===== src/rtl/pe_array_ctrl.sv =====
`default_nettype none
// ============================================================================
// Module      : pe_array_ctrl
// Description : Tile sequencer for an ARRAY_N x ARRAY_N systolic MAC array.
//               Loads weight rows, streams X vectors into row 0, skews the
//               X-valid down the rows, and produces per-column capture
//               strobes while the array pipeline drains.
// Revision    : 1.0 - initial release
// ============================================================================
module pe_array_ctrl #(
   parameter int ARRAY_N  = 8,
   parameter int PIPE_LAT = 16,
   parameter int K_W      = 8
) (
   input  logic                       I_CLK,
   input  logic                       I_RST,
   input  logic                       I_START,
   input  logic [K_W-1:0]             I_K_LEN,
   input  logic                       I_X_RDY,
   output logic                       O_W_LD,
   output logic [$clog2(ARRAY_N)-1:0] O_W_ROW,
   output logic                       O_X_RD_EN,
   output logic [K_W-1:0]             O_X_RD_ADDR,
   output logic [ARRAY_N-1:0]         O_ROW_VLD,
   output logic [ARRAY_N-1:0]         O_COL_CAP,
   output logic                       O_BUSY,
   output logic                       O_DONE
);

   localparam int ROW_W     = $clog2(ARRAY_N);
   localparam int DRAIN_LEN = PIPE_LAT + ARRAY_N;
   localparam int DRN_W     = $clog2(DRAIN_LEN + 1);
   // Delay line tap i holds ROW_VLD[0] delayed i+1 cycles.
   localparam int CAP_LEN   = PIPE_LAT + ARRAY_N - 1;

   localparam logic [ROW_W-1:0] LAST_ROW   = ROW_W'(ARRAY_N - 1);
   localparam logic [DRN_W-1:0] LAST_DRAIN = DRN_W'(DRAIN_LEN - 1);

   typedef enum logic [2:0] {
      S_IDLE   = 3'd0,
      S_LOAD_W = 3'd1,
      S_FEED   = 3'd2,
      S_DRAIN  = 3'd3,
      S_DONE   = 3'd4
   } state_t;

   state_t               state;
   state_t               state_nxt;
   logic [ROW_W-1:0]     load_cnt;
   logic [K_W-1:0]       feed_cnt;
   logic [DRN_W-1:0]     drain_cnt;
   logic [K_W-1:0]       k_len;
   logic [ARRAY_N-1:0]   row_vld;
   logic [CAP_LEN-1:0]   cap_sr;
   logic                 rd_en;
   logic                 w_ld;
   logic                 busy;
   logic                 done;

   // State register.
   always_ff @(posedge I_CLK or posedge I_RST) begin
      if (I_RST) begin
         state <= S_IDLE;
      end else begin
         state <= state_nxt;
      end
   end

   // Next-state decode and state-derived outputs; the X read enable follows
   // I_X_RDY directly so a stalled buffer never gets a read.
   always_comb begin
      state_nxt = state;
      rd_en     = 1'b0;
      w_ld      = 1'b0;
      busy      = 1'b1;
      done      = 1'b0;
      case (state)
         S_IDLE: begin
            busy = 1'b0;
            if (I_START) begin
               state_nxt = S_LOAD_W;
            end
         end
         S_LOAD_W: begin
            w_ld = 1'b1;
            if (load_cnt == LAST_ROW) begin
               state_nxt = (k_len == '0) ? S_DRAIN : S_FEED;
            end
         end
         S_FEED: begin
            rd_en = I_X_RDY;
            if (I_X_RDY && (feed_cnt == (k_len - K_W'(1)))) begin
               state_nxt = S_DRAIN;
            end
         end
         S_DRAIN: begin
            if (drain_cnt == LAST_DRAIN) begin
               state_nxt = S_DONE;
            end
         end
         S_DONE: begin
            done      = 1'b1;
            state_nxt = S_IDLE;
         end
         default: begin
            state_nxt = S_IDLE;
         end
      endcase
   end

   // Tile counters and latched vector count; the feed count is cleared at
   // start so it reads 0 on the first FEED cycle.
   always_ff @(posedge I_CLK or posedge I_RST) begin
      if (I_RST) begin
         k_len     <= '0;
         load_cnt  <= '0;
         feed_cnt  <= '0;
         drain_cnt <= '0;
      end else begin
         if ((state == S_IDLE) && I_START) begin
            k_len    <= I_K_LEN;
            feed_cnt <= '0;
         end else if (rd_en) begin
            feed_cnt <= feed_cnt + K_W'(1);
         end

         if (state == S_LOAD_W) begin
            load_cnt <= (load_cnt == LAST_ROW) ? '0 : load_cnt + ROW_W'(1);
         end else begin
            load_cnt <= '0;
         end

         if (state == S_DRAIN) begin
            drain_cnt <= (drain_cnt == LAST_DRAIN) ? '0 : drain_cnt + DRN_W'(1);
         end else begin
            drain_cnt <= '0;
         end
      end
   end

   // Row-valid skew and capture delay line; both shift every cycle so any
   // strobes still in flight finish after the FSM has moved on.
   always_ff @(posedge I_CLK or posedge I_RST) begin
      if (I_RST) begin
         row_vld <= '0;
         cap_sr  <= '0;
      end else begin
         row_vld <= {row_vld[ARRAY_N-2:0], rd_en};
         cap_sr  <= {cap_sr[CAP_LEN-2:0], row_vld[0]};
      end
   end

   assign O_W_LD      = w_ld;
   assign O_W_ROW     = load_cnt;
   assign O_X_RD_EN   = rd_en;
   assign O_X_RD_ADDR = feed_cnt;
   assign O_ROW_VLD   = row_vld;
   // Column c taps ROW_VLD[0] delayed PIPE_LAT+c cycles.
   assign O_COL_CAP   = cap_sr[CAP_LEN-1:PIPE_LAT-1];
   assign O_BUSY      = busy;
   assign O_DONE      = done;

endmodule
`default_nettype wire


===== config.mk =====
export PLATFORM = sky130hd
export DESIGN_NAME = pe_array_ctrl
export DESIGN_NICKNAME = d
export VERILOG_FILES = /design/src/rtl/pe_array_ctrl.sv
export SDC_FILE = /design/constraint.sdc
export NUM_CORES = 1
export LEC_CHECK = 0
export ABC_AREA = 1
export CORE_MARGIN = 2
export CORE_UTILIZATION = 31
export CTS_BUF_LIST = sky130_fd_sc_hd__clkbuf_8
export CTS_CLUSTER_SIZE = 40
export DETAILED_ROUTE_END_ITERATION = 7
export REMOVE_ABC_BUFFERS = 1
export SETUP_SLACK_MARGIN = 0.15
export SYNTH_ARGS = -nofsm -noshare
export SYNTH_HDL_FRONTEND = slang
export SYNTH_SLANG_ARGS = --single-unit

===== constraint.sdc =====
create_clock -name I_CLK -period 3.1 [get_ports I_CLK]
set_input_delay 0.62 -clock I_CLK [delete_from_list [all_inputs] [get_ports I_CLK]]
set_output_delay 0.62 -clock I_CLK [all_outputs]
set_load 0.01 [all_outputs]

==> impl_metrics.json <==
{
  "result_of_the_run": "completed",
  "antenna_violating_nets_remaining": 0,
  "start_util_pct": 31.61,
  "routedWlPerCell_um": 10.97,
  "yosysSeqAreaShare_pct": 56.57,
  "routed-via-count": 1596,
  "drt_first_pass_iters": 4,
  "place.port_buffers": 42,
  "ir_drop_uv": 431.8,
  "die_width_um": 89.31,
  "min_path_type": "flip-flop to flip-flop",
  "synth_area_per_cell_um2": 9.322,
  "worst_ep_required_time_ps": 2480,
  "clock_network_latency_to_the_later_pin_of_the_worst_skew_pair_ps": 310,
  "core_area_um2": 7137,
  "p_per_area_nw_per_um2": 797.3,
  "grt_antenna_before_repair": 0,
  "minimum_period_implied_by_the_final_worst_setup_slack_ps": 2502,
  "highest_attainable_clock_frequency_ghz": 0.3996,
  "total_leakage_power_nw": 1.364,
  "netlist_area_um2": 2256,
  "drive_gt1_share_pct": 7.194,
  "yosys_warnings": 0,
  "final_count_of_negative_setup_slack_endpoints": 0,
  "max_slew_margin_pct": 55.32,
  "worst-endpoint-arrival_ps": 1880,
  "hold_slack_ps": 357.2,
  "synth_seq_cells": 51,
  "layout_worst_path_cycle_share_pct": 80.72,
  "fp.dieH_um": 89.31,
  "clkTransAtPathRegs_ps": 90,
  "grt_max_degree": 33,
  "cp-end-kind": "output pin",
  "route.final.wire_length_um": 4136,
  "worst_setup_path_start_kind": "flip-flop",
  "ctsHoldBuffers": 0,
  "cts-htree-levels": 2,
  "ys_types": 25,
  "holdPathStages": 0,
  "place_hpwl_um": 3025,
  "place_congestion": 0.7963,
  "cell_count_after_synthesis": 242,
  "worst_r2r_path_depth": 11,
  "report.final.hold_viol_count": 0,
  "route.detailed.drc": 0,
  "number_of_buffers_added_by_the_clock_tree_synthesis_step": 5,
  "cp_max_fo": 8,
  "die-area_um2": 7975,
  "grt_first_pass_wirelength_um": 7272,
  "antenna_cells": 0,
  "route.detailed.vias_per_inst": 4.233,
  "maxCapViolations": 0,
  "critical_path_class": "flip-flop to output pin",
  "worst_clock_skew_ps": 3.480,
  "worst_max_slew_pin_slew_ps": 669.3,
  "placementRows": 31,
  "num-nets-final": 295,
  "boundaryPins": 43,
  "grtUsageTotal_pct": 12.12,
  "layout-area-overhead-vs-synth_pct": 23.57,
  "unrepaired_setup_endpoints_after_global_routing": "false",
  "clock_sink_count": 51,
  "dr.first_iter.drc_count": 54,
  "vias_in_the_first_global_route": 1482,
  "final-max-slew-violation-count": 0,
  "cts-root-buf": "clkbuf_8",
  "grt-ovfl-total": 0,
  "tritoncts": "done",
  "post_cts.resized_instances": 0,
  "post_cts.repair.setup_buffers": 0,
  "cts_buffer_depth": 2,
  "finish.cell_count_without_fillers": 377,
  "place_inst": 369,
  "timing.setup.tns_ps": 0
}
-- layout by cell type, fill, tap and decap left out, drive strengths merged --
cell type	Yosys	layout
dfrtp	51	51
nand2	51	51
clkdlybuf4s50	0	42
inv	34	35
nor2	33	33
o21ai	13	13
nand3	13	13
nor3	8	8
ha	6	6
clkbuf	0	5
xor2	4	4
a21oi	4	4
xnor2	3	3
a211oi	2	2
clkinv	0	2
buf	16	2
or2	1	1
nor4	1	1
a31oi	1	1
nand4	1	1
-- worst max-delay path, stage by stage (launching register included) --
cell	delay, ps
dfrtp_1	470
nor3_4	330
nand2_4	140
inv_1	100
clkdlybuf4s50_1	540
-- through the flow --
step	util, %	power [W]	setup slack (ps)	cell area [um2]
3_5_place_dp	37.80	0.001856	589.9	2698
5_1_grt	39.06	0.002426	485.1	2788
6_report	39.06	0.002222	597.7	2788
3_3_place_gp	37.80	0.001841	604.7	2698
4_1_cts	39.06	0.002254	582.4	2788
2_1_floorplan	-	0.001513	1250	2138
-- area by class of cell --
cell class / instances / area [um2]
repair buffers: 44 / 435.4
fillers: 733 / 4349
well taps: 99 / 123.9
flip-flops and latches: 51 / 1276
clock buffers: 5 / 68.82
clock inverters: 3 / 21.27
inverters: 34 / 127.6
multi-input cells: 141 / 734.5
-- final timing paths --
| check | slack, ps | end | from |
|---|---|---|---|
| setup / recovery | 600 | O_X_RD_EN | state[2]$_DFFE_PP0P_ |
| hold / removal | 360 | cap_sr[15]$_DFF_PP0_ | cap_sr[14]$_DFF_PP0_ |
| setup reg to reg | 1430 | state[2]$_DFFE_PP0P_ | k_len[0]$_DFFE_PP0P_ |
| hold reg to reg | 360 | cap_sr[15]$_DFF_PP0_ | cap_sr[14]$_DFF_PP0_ |
| max in group asynchronous | 1770 | O_X_RD_ADDR[4]$_DFFE_PP0P_ | I_RST |
| min in group asynchronous | 720 | cap_sr[16]$_DFF_PP0_ | I_RST |
-- Yosys cell counts --
cell,n,area [um2]
xnor2_1,3,26.28
a21oi_1,4,20.02
o21ai_0,12,60.06
nand4_1,1,6.260
dfrtp_1,51,1276
buf_4,15,112.6
inv_1,33,123.9
xor2_1,4,35.03
nor3_4,2,32.53
nand3_2,2,20.02
nor2_1,32,120.1
buf_2,1,5.000
nor2_2,1,6.260
a211oi_1,2,15.01
inv_2,1,3.750
a31oi_1,1,6.260
nor3_2,2,20.02
or2_2,1,6.260
nand2_4,1,11.26
nand2_1,50,187.7
nand3_1,11,55.05
ha_1,6,75.07
nor4_1,1,6.260
nor3_1,4,20.02
o21ai_1,1,5.000
-- state kept, by name, indices dropped and copies added (netlist names) --
name	cells
state	3
O_W_ROW	3
k_len	8
cap_sr	23
O_ROW_VLD	1
O_X_RD_ADDR	8
drain_cnt	5
-- cells by family (layout without fill, tap and decap cells) --
kind of cell / after synthesis / in the layout / share of synthesized area (%)
buffers and inverters: 50 / 86 / 10.87
adders and majority gates: 6 / 6 / 3.328
DFF: 51 / 51 / 56.57
xor gates and xnor gates: 7 / 7 / 2.718
AOI/OAI and AO/OA: 20 / 20 / 4.714
and+or+nand+nor: 108 / 108 / 21.80
-- routing by layer --
| layer | up-vias | global-route usage [%] | routed length [um] |
|---|---|---|---|
| met5 | - | 0 | 0 |
| met4 | 0 | 4.885 | 70 |
| met3 | 6 | 3.693 | 196 |
| met2 | 35 | 17.58 | 1786 |
| met1 | 748 | 16.92 | 2082 |
| li1 | 807 | - | - |
-- where the power goes --
group / switching, W / internal (W)
combinational: 0.000483 / 0.000386
clock: 0.000227 / 0.000159
sequential: 0.000140 / 0.000827
total: 0.000850 / 0.00137
Power figures use the tool's default switching activity.
==> edit 1: new RTL, config.mk and constraints unchanged <==
The 5 states of `state_t` get a one-hot encoding in 5 bits.
--- a/src/rtl/pe_array_ctrl.sv
+++ b/src/rtl/pe_array_ctrl.sv
@@ -36,12 +36,12 @@
    localparam logic [ROW_W-1:0] LAST_ROW   = ROW_W'(ARRAY_N - 1);
    localparam logic [DRN_W-1:0] LAST_DRAIN = DRN_W'(DRAIN_LEN - 1);
 
-   typedef enum logic [2:0] {
-      S_IDLE   = 3'd0,
-      S_LOAD_W = 3'd1,
-      S_FEED   = 3'd2,
-      S_DRAIN  = 3'd3,
-      S_DONE   = 3'd4
+   typedef enum logic [4:0] {
+      S_IDLE   = 5'b00001,
+      S_LOAD_W = 5'b00010,
+      S_FEED   = 5'b00100,
+      S_DRAIN  = 5'b01000,
+      S_DONE   = 5'b10000
    } state_t;
 
    state_t               state;
Check against the original RTL: same outputs for any inputs over 10 cycles, from zero or initial values and one cycle with I_RST high; not proved beyond that.
==> edit 1 against the unedited design <==
Synthesized cell count grew 19%. Routed wire length grew 16%. Sequential share of layout area shrank 1.8 points. Global-route usage grew 0.33 points. Total power shrank 4.3%. Combinational power shrank 8.1%. Area after synthesis grew 10%. Cell area grew 8.2%. Sequential cell count grew 2. Worst setup slack lost 0.084 ns. Non-clock buffer count shrank 1. Core utilization is essentially flat. Via count grew 17%.
==> edit 1: results (changes against the unedited design) <==
- Status: completed
- Max reg flops: 23 (unchanged)
- The worst-case vdd ir drop was 0.0002533 V (-41%).
- Maximum fanout encountered on the critical timing path: 9 (+1)
- The level count of the clock H-tree came to 2 (unchanged).
- Clock-pin slew on the worst setup and hold paths: 0.11 ns (+0.02 ns)
- The number of nets at the end of the flow came to 338 (+15%).
- Quantity of gates resized following cts: 0 (unchanged)
- The number of detailed-routing iterations run before antenna repair came to 4 (unchanged).
- The post-place setup slack is 0.5222 ns (-0.06773 ns).
- Leakage power figure: 1.530 nW (+12%)
- Power dissipated by switching net loads: 0.8383 mW (-1.4%)
* Wire length of the first global-routing pass: 8528 um (+17%)
* Gp weighted congestion: 0.8142 (+2.2%)
- The ratio of cells with drive above 1 in the final layout is 0.08075 (+0.008803).
* Post-DP HPWL: 3588 um (+19%)
- Count of fill cells added during filler insertion: 780 (+6.4%)
* Number of antenna repair diodes: 0 (unchanged)
- Worst max-slew margin expressed relative to the limit: 0.4227 (-0.1305)
* Total clock buffers created by CTS: 5 (unchanged)
* Maximum number of pins on one net before global-route repair: 43 (+30%)
* GR Util All Layers: 0.1245 (+0.003332)
- The number of post-CTS setup repair buffers is 0 (unchanged).
- The via count of the first global-routing pass came to 1892 (+28%).
- Total wirelength of the detailed-routed design: 4812 um (+16%)
* Detailed Route Iter0 Violations: 44 (-19%)
- Worst EP arrival: 1.97 ns (+0.09 ns)
* Biggest area contributors in the synthesized netlist: sky130_fd_sc_hd__dfrtp_1 52%, sky130_fd_sc_hd__nand2_1 10%, sky130_fd_sc_hd__inv_1 6.4%
- The largest individual stage delay along the critical path comes from the cell sky130_fd_sc_hd__clkdlybuf4s50_1.
* Vias/cell: 4.396 (+3.8%)
- Seq/Total Area, Yosys: 0.5348 (-0.03095)
- In the synthesized netlist the dominant register cell turns out to be sky130_fd_sc_hd__dfrtp_1.
- The worst clock skew is 0.005933 ns (+0.002453 ns).
- Top cells by instance count after synthesis: 69 x sky130_fd_sc_hd__nand2_1, 52 x sky130_fd_sc_hd__dfrtp_1, 42 x sky130_fd_sc_hd__inv_1
- Library cell used as clock root buffer: sky130_fd_sc_hd__clkbuf_8
- Number of distinct library cells after synthesis: 25 (unchanged)
- Largest incremental delay on the critical path: 0.57 ns (+0.03 ns)
-- edit 1: kinds of logic after synthesis --
| logic type | synth area share |
|---|---|
| AO/OA/AOI/OAI | 0.04234 |
| buffers and inverters | 0.1164 |
| AND/OR/NAND/NOR | 0.2671 |
| adder cells (fa/ha/maj) | 0.02520 |
| XOR/XNOR | 0.01412 |
| flip-flops | 0.5348 |
-- edit 1: power by group through the flow --
stage / logic (mW) / registers (mW) / clock network [mW]
5_1_grt: 0.927 / 0.923 / 0.476
4_1_cts: 0.805 / 0.907 / 0.444
2_1_floorplan: 0.560 / 0.912 / 0
3_5_place_dp: 0.801 / 0.920 / 0
3_3_place_gp: 0.782 / 0.916 / 0
6_report: 0.799 / 0.903 / 0.423
-- edit 1: routing by layer --
| metal | routed length [um] | part of all wire | global-route usage | vias up |
|---|---|---|---|---|
| li1 | - | - | - | 943 |
| met1 | 2299 | 0.48 | 0.1579 | 875 |
| met2 | 2264 | 0.47 | 0.2050 | 41 |
| met3 | 183 | 0.038 | 0.02901 | 5 |
| met4 | 65 | 0.014 | 0.04902 | 0 |
| met5 | 0 | 0 | 0 | - |
-- edit 1: metrics by stage --
step                instance area, um2  total power [mW]  instances
floorplan                         2362             1.472        271
global placement                  2918             1.698        416
detailed placement                2918             1.721        416
CTS                               3015             2.155        424
global route                      3015             2.326        424
finish                            3015             2.126        424
-- edit 1: cell type report --
type	count	area share
well taps	102	0.04232
clock inverters	3	0.009544
clock buffers	5	0.02282
inverters	45	0.05602
multi-input cells	173	0.2871
repair buffers	43	0.1419
flip-flops and latches	53	0.4402
-- edit 1: worst paths after layout --
kind	end	startpoint	slack, ns	depth (start not counted)
worst min register to register	cap_sr[13]	cap_sr[12]	0.36	0
min in group asynchronous	cap_sr[9]	I_RST	0.80	2
worst max register to register	O_X_RD_ADDR[5]	state[0]	1.29	7
worst max-delay path	O_X_RD_EN	I_X_RDY	0.51	4
max in group asynchronous	cap_sr[14]	I_RST	1.63	3
worst min-delay path	cap_sr[13]	cap_sr[12]	0.36	0
-- edit 1: worst register-to-register path, stage by stage (launching register included) --
cell and delay [ns]:
sky130_fd_sc_hd__dfstp_2 0.56, sky130_fd_sc_hd__inv_1 0.04, sky130_fd_sc_hd__nor2_1 0.12, sky130_fd_sc_hd__nand3_1 0.19, sky130_fd_sc_hd__nor2_4 0.41, sky130_fd_sc_hd__inv_2 0.20, sky130_fd_sc_hd__o21ai_0 0.12, sky130_fd_sc_hd__a21oi_1 0.06
==> edit 2: new RTL, config.mk and constraints unchanged <==
Without the edit above. Change the parameter `ARRAY_N` from 8 to 4.
--- a/src/rtl/pe_array_ctrl.sv
+++ b/src/rtl/pe_array_ctrl.sv
@@ -8,7 +8,7 @@
 // Revision    : 1.0 - initial release
 // ============================================================================
 module pe_array_ctrl #(
-   parameter int ARRAY_N  = 8,
+   parameter int ARRAY_N  = 4,
    parameter int PIPE_LAT = 16,
    parameter int K_W      = 8
 ) (
Interface: changed (resized O_COL_CAP, O_ROW_VLD and O_W_ROW); port bits go from 43 to 34. No check against the original RTL was run, so the function may have changed too.
==> edit 2 against the unedited design <==
Combinational power is 5.1% higher. Fmax is 5.9% lower. Sequential cell count is 5 lower. Count of clock-buffer cells in the layout stayed put. Routed wire length is 6.5% lower. Worst setup slack worse by 0.16 ns. Sequential power is 8.1% lower. Sequential share of layout area is 0.75 points lower. Area after synthesis is 7.3% lower. Core utilization is 0.74 points higher. Cell area is 8.3% lower. Total power is 3.1% lower. Critical endpoint unchanged. Largest power group is now combinational logic.
==> edit 2: results (changes against the unedited design) <==
- Register containing the most flip-flops in the final layout: cap_sr
* XOR/XNOR share of the synthesized area: 0.03768 (+0.01050)
- GR Util All Layers: 0.1194 (-0.001802)
- The number of standard cells after synthesis came to 235 (-2.9%).
- Hold Path Class: reg2reg
* Fraction of synthesized area in multiplexers: 0 (unchanged)
- The arrival time reported for the critical path endpoint is 2.04 ns (+0.16 ns).
* Total wirelength of the detailed-routed design: 3869 um (-6.5%)
- By area the synthesized netlist is led by sky130_fd_sc_hd__dfrtp_1 55%, sky130_fd_sc_hd__nand2_1 11%, sky130_fd_sc_hd__inv_1 6.1%.
* Status: completed
- The total clock buffers created by CTS came to 5 (unchanged).
- Cell seen most often among critical-path stages: sky130_fd_sc_hd__clkdlybuf4s50_1
* Maximum fanout encountered on the critical timing path: 7 (-1)
- The number of flip-flops in the largest register came to 19 (-17%).
- Maximum resistive drop on vdd: 0.0003173 V (-27%)
- For this run, the slowest stage of the critical path takes 0.55 ns.
- IO Port Bufs: 33 (-21%)
* Post-placement worst setup slack: 0.4319 ns (-0.1580 ns)
- The first-pass GRT wire length was 6934 um (-4.6%).
* Leakage power figure: 1.261 nW (-7.5%)
* Gp weighted congestion: 0.8029 (+0.83%)
- The instance area at placement came to 2472 um2 (-8.3%).
- Maximum number of pins on one net before global-route repair: 33 (unchanged)
- The number of setup violations in the final report was 0 (unchanged).
- The synthesized-area fraction occupied by ao, oa, aoi and oai cells was 0.05682 (+0.009675).
* Worst-case clock skew: 0.003725 ns (+0.0002457 ns)
* Count of fill cells added during filler insertion: 652 (-11%)
* WL/cell: 11.21 um (+2.2%)
- Sorting the synthesized cells by how often they occur yields 61 x sky130_fd_sc_hd__nand2_1, 46 x sky130_fd_sc_hd__dfrtp_1, 34 x sky130_fd_sc_hd__inv_1.
- The ratio of cells with drive above 1 in the final layout came to 0.07463 (+0.002684).
- The ratio of routed vias to standard cells came to 4.441 (+4.9%).
* Detailed Route Iter0 Violations: 97 (+80%)
- Number of distinct library cells after synthesis: 24 (-4.0%)
- The half-perimeter wire length of the detailed placement result was 2920 um (-3.5%).
- Worst max-slew margin expressed relative to the limit: 0.2837 (-0.2695)
- Nets: 284 (-3.7%)
- Seq/Total Area, Yosys: 0.5502 (-0.01548)
* Post-synthesis async set-or-reset flop share: 1.000 (unchanged)
- The via count of the first global-routing pass is 1544 (+4.2%).
* Dpl cells: 338 (-8.4%)
- The share of synthesized cell area in full adder, half adder and majority cells was 0.02392 (-0.009354).
## edit 2: cell count changes after synthesis, moves of 4 or more
cell,before,now
sky130_fd_sc_hd__buf_4,15,7
sky130_fd_sc_hd__dfrtp_1,51,46
sky130_fd_sc_hd__nand2_1,50,61
sky130_fd_sc_hd__nor2_1,32,21
sky130_fd_sc_hd__nand3_1,11,15
## edit 2: path summary, 6_finish.rpt
kind	start	end	slack [ns]	depth (start not counted)
max	I_X_RDY	O_X_RD_EN	0.44	4
min	cap_sr[6]	cap_sr[7]	0.35	0
max reg2reg	k_len[0]	state[1]	1.39	13
min reg2reg	cap_sr[6]	cap_sr[7]	0.35	0
max in group asynchronous	I_RST	O_W_ROW[0]	1.62	3
min in group asynchronous	I_RST	cap_sr[15]	0.76	2
## edit 2: metal layers
metal	routed length [um]	track usage	part of all wire	up-vias
met5	0	0	0	-
met4	64	0.04329	0.017	0
met2	1729	0.1903	0.45	41
li1	-	-	-	784
met3	190	0.03080	0.049	7
met1	1884	0.1566	0.49	700
## edit 2: final cells by class
type | instances | area [um2] | area share
Multi-Input combinational cell | 145 | 748.2 | 0.2927
Inverter | 35 | 131.4 | 0.05140
Tap cell | 77 | 96.34 | 0.03769
Sequential cell | 46 | 1151 | 0.4503
Clock buffer | 5 | 68.82 | 0.02692
Clock inverter | 2 | 15.01 | 0.005874
Timing Repair Buffer | 35 | 345.3 | 0.1351
## edit 2: power breakdown
part	internal [mW]	switching (mW)	total, mW
registers	0.760	0.130	0.889
logic	0.392	0.521	0.913
clock network	0.154	0.197	0.351
total	1.31	0.847	2.15
## edit 2: cells by family after synthesis
logic type	count (synthesis)
adders and majority gates	4
AOI/OAI and AO/OA	21
DFF	46
xor gates and xnor gates	9
buffers and inverters	44
and+or+nand+nor	111
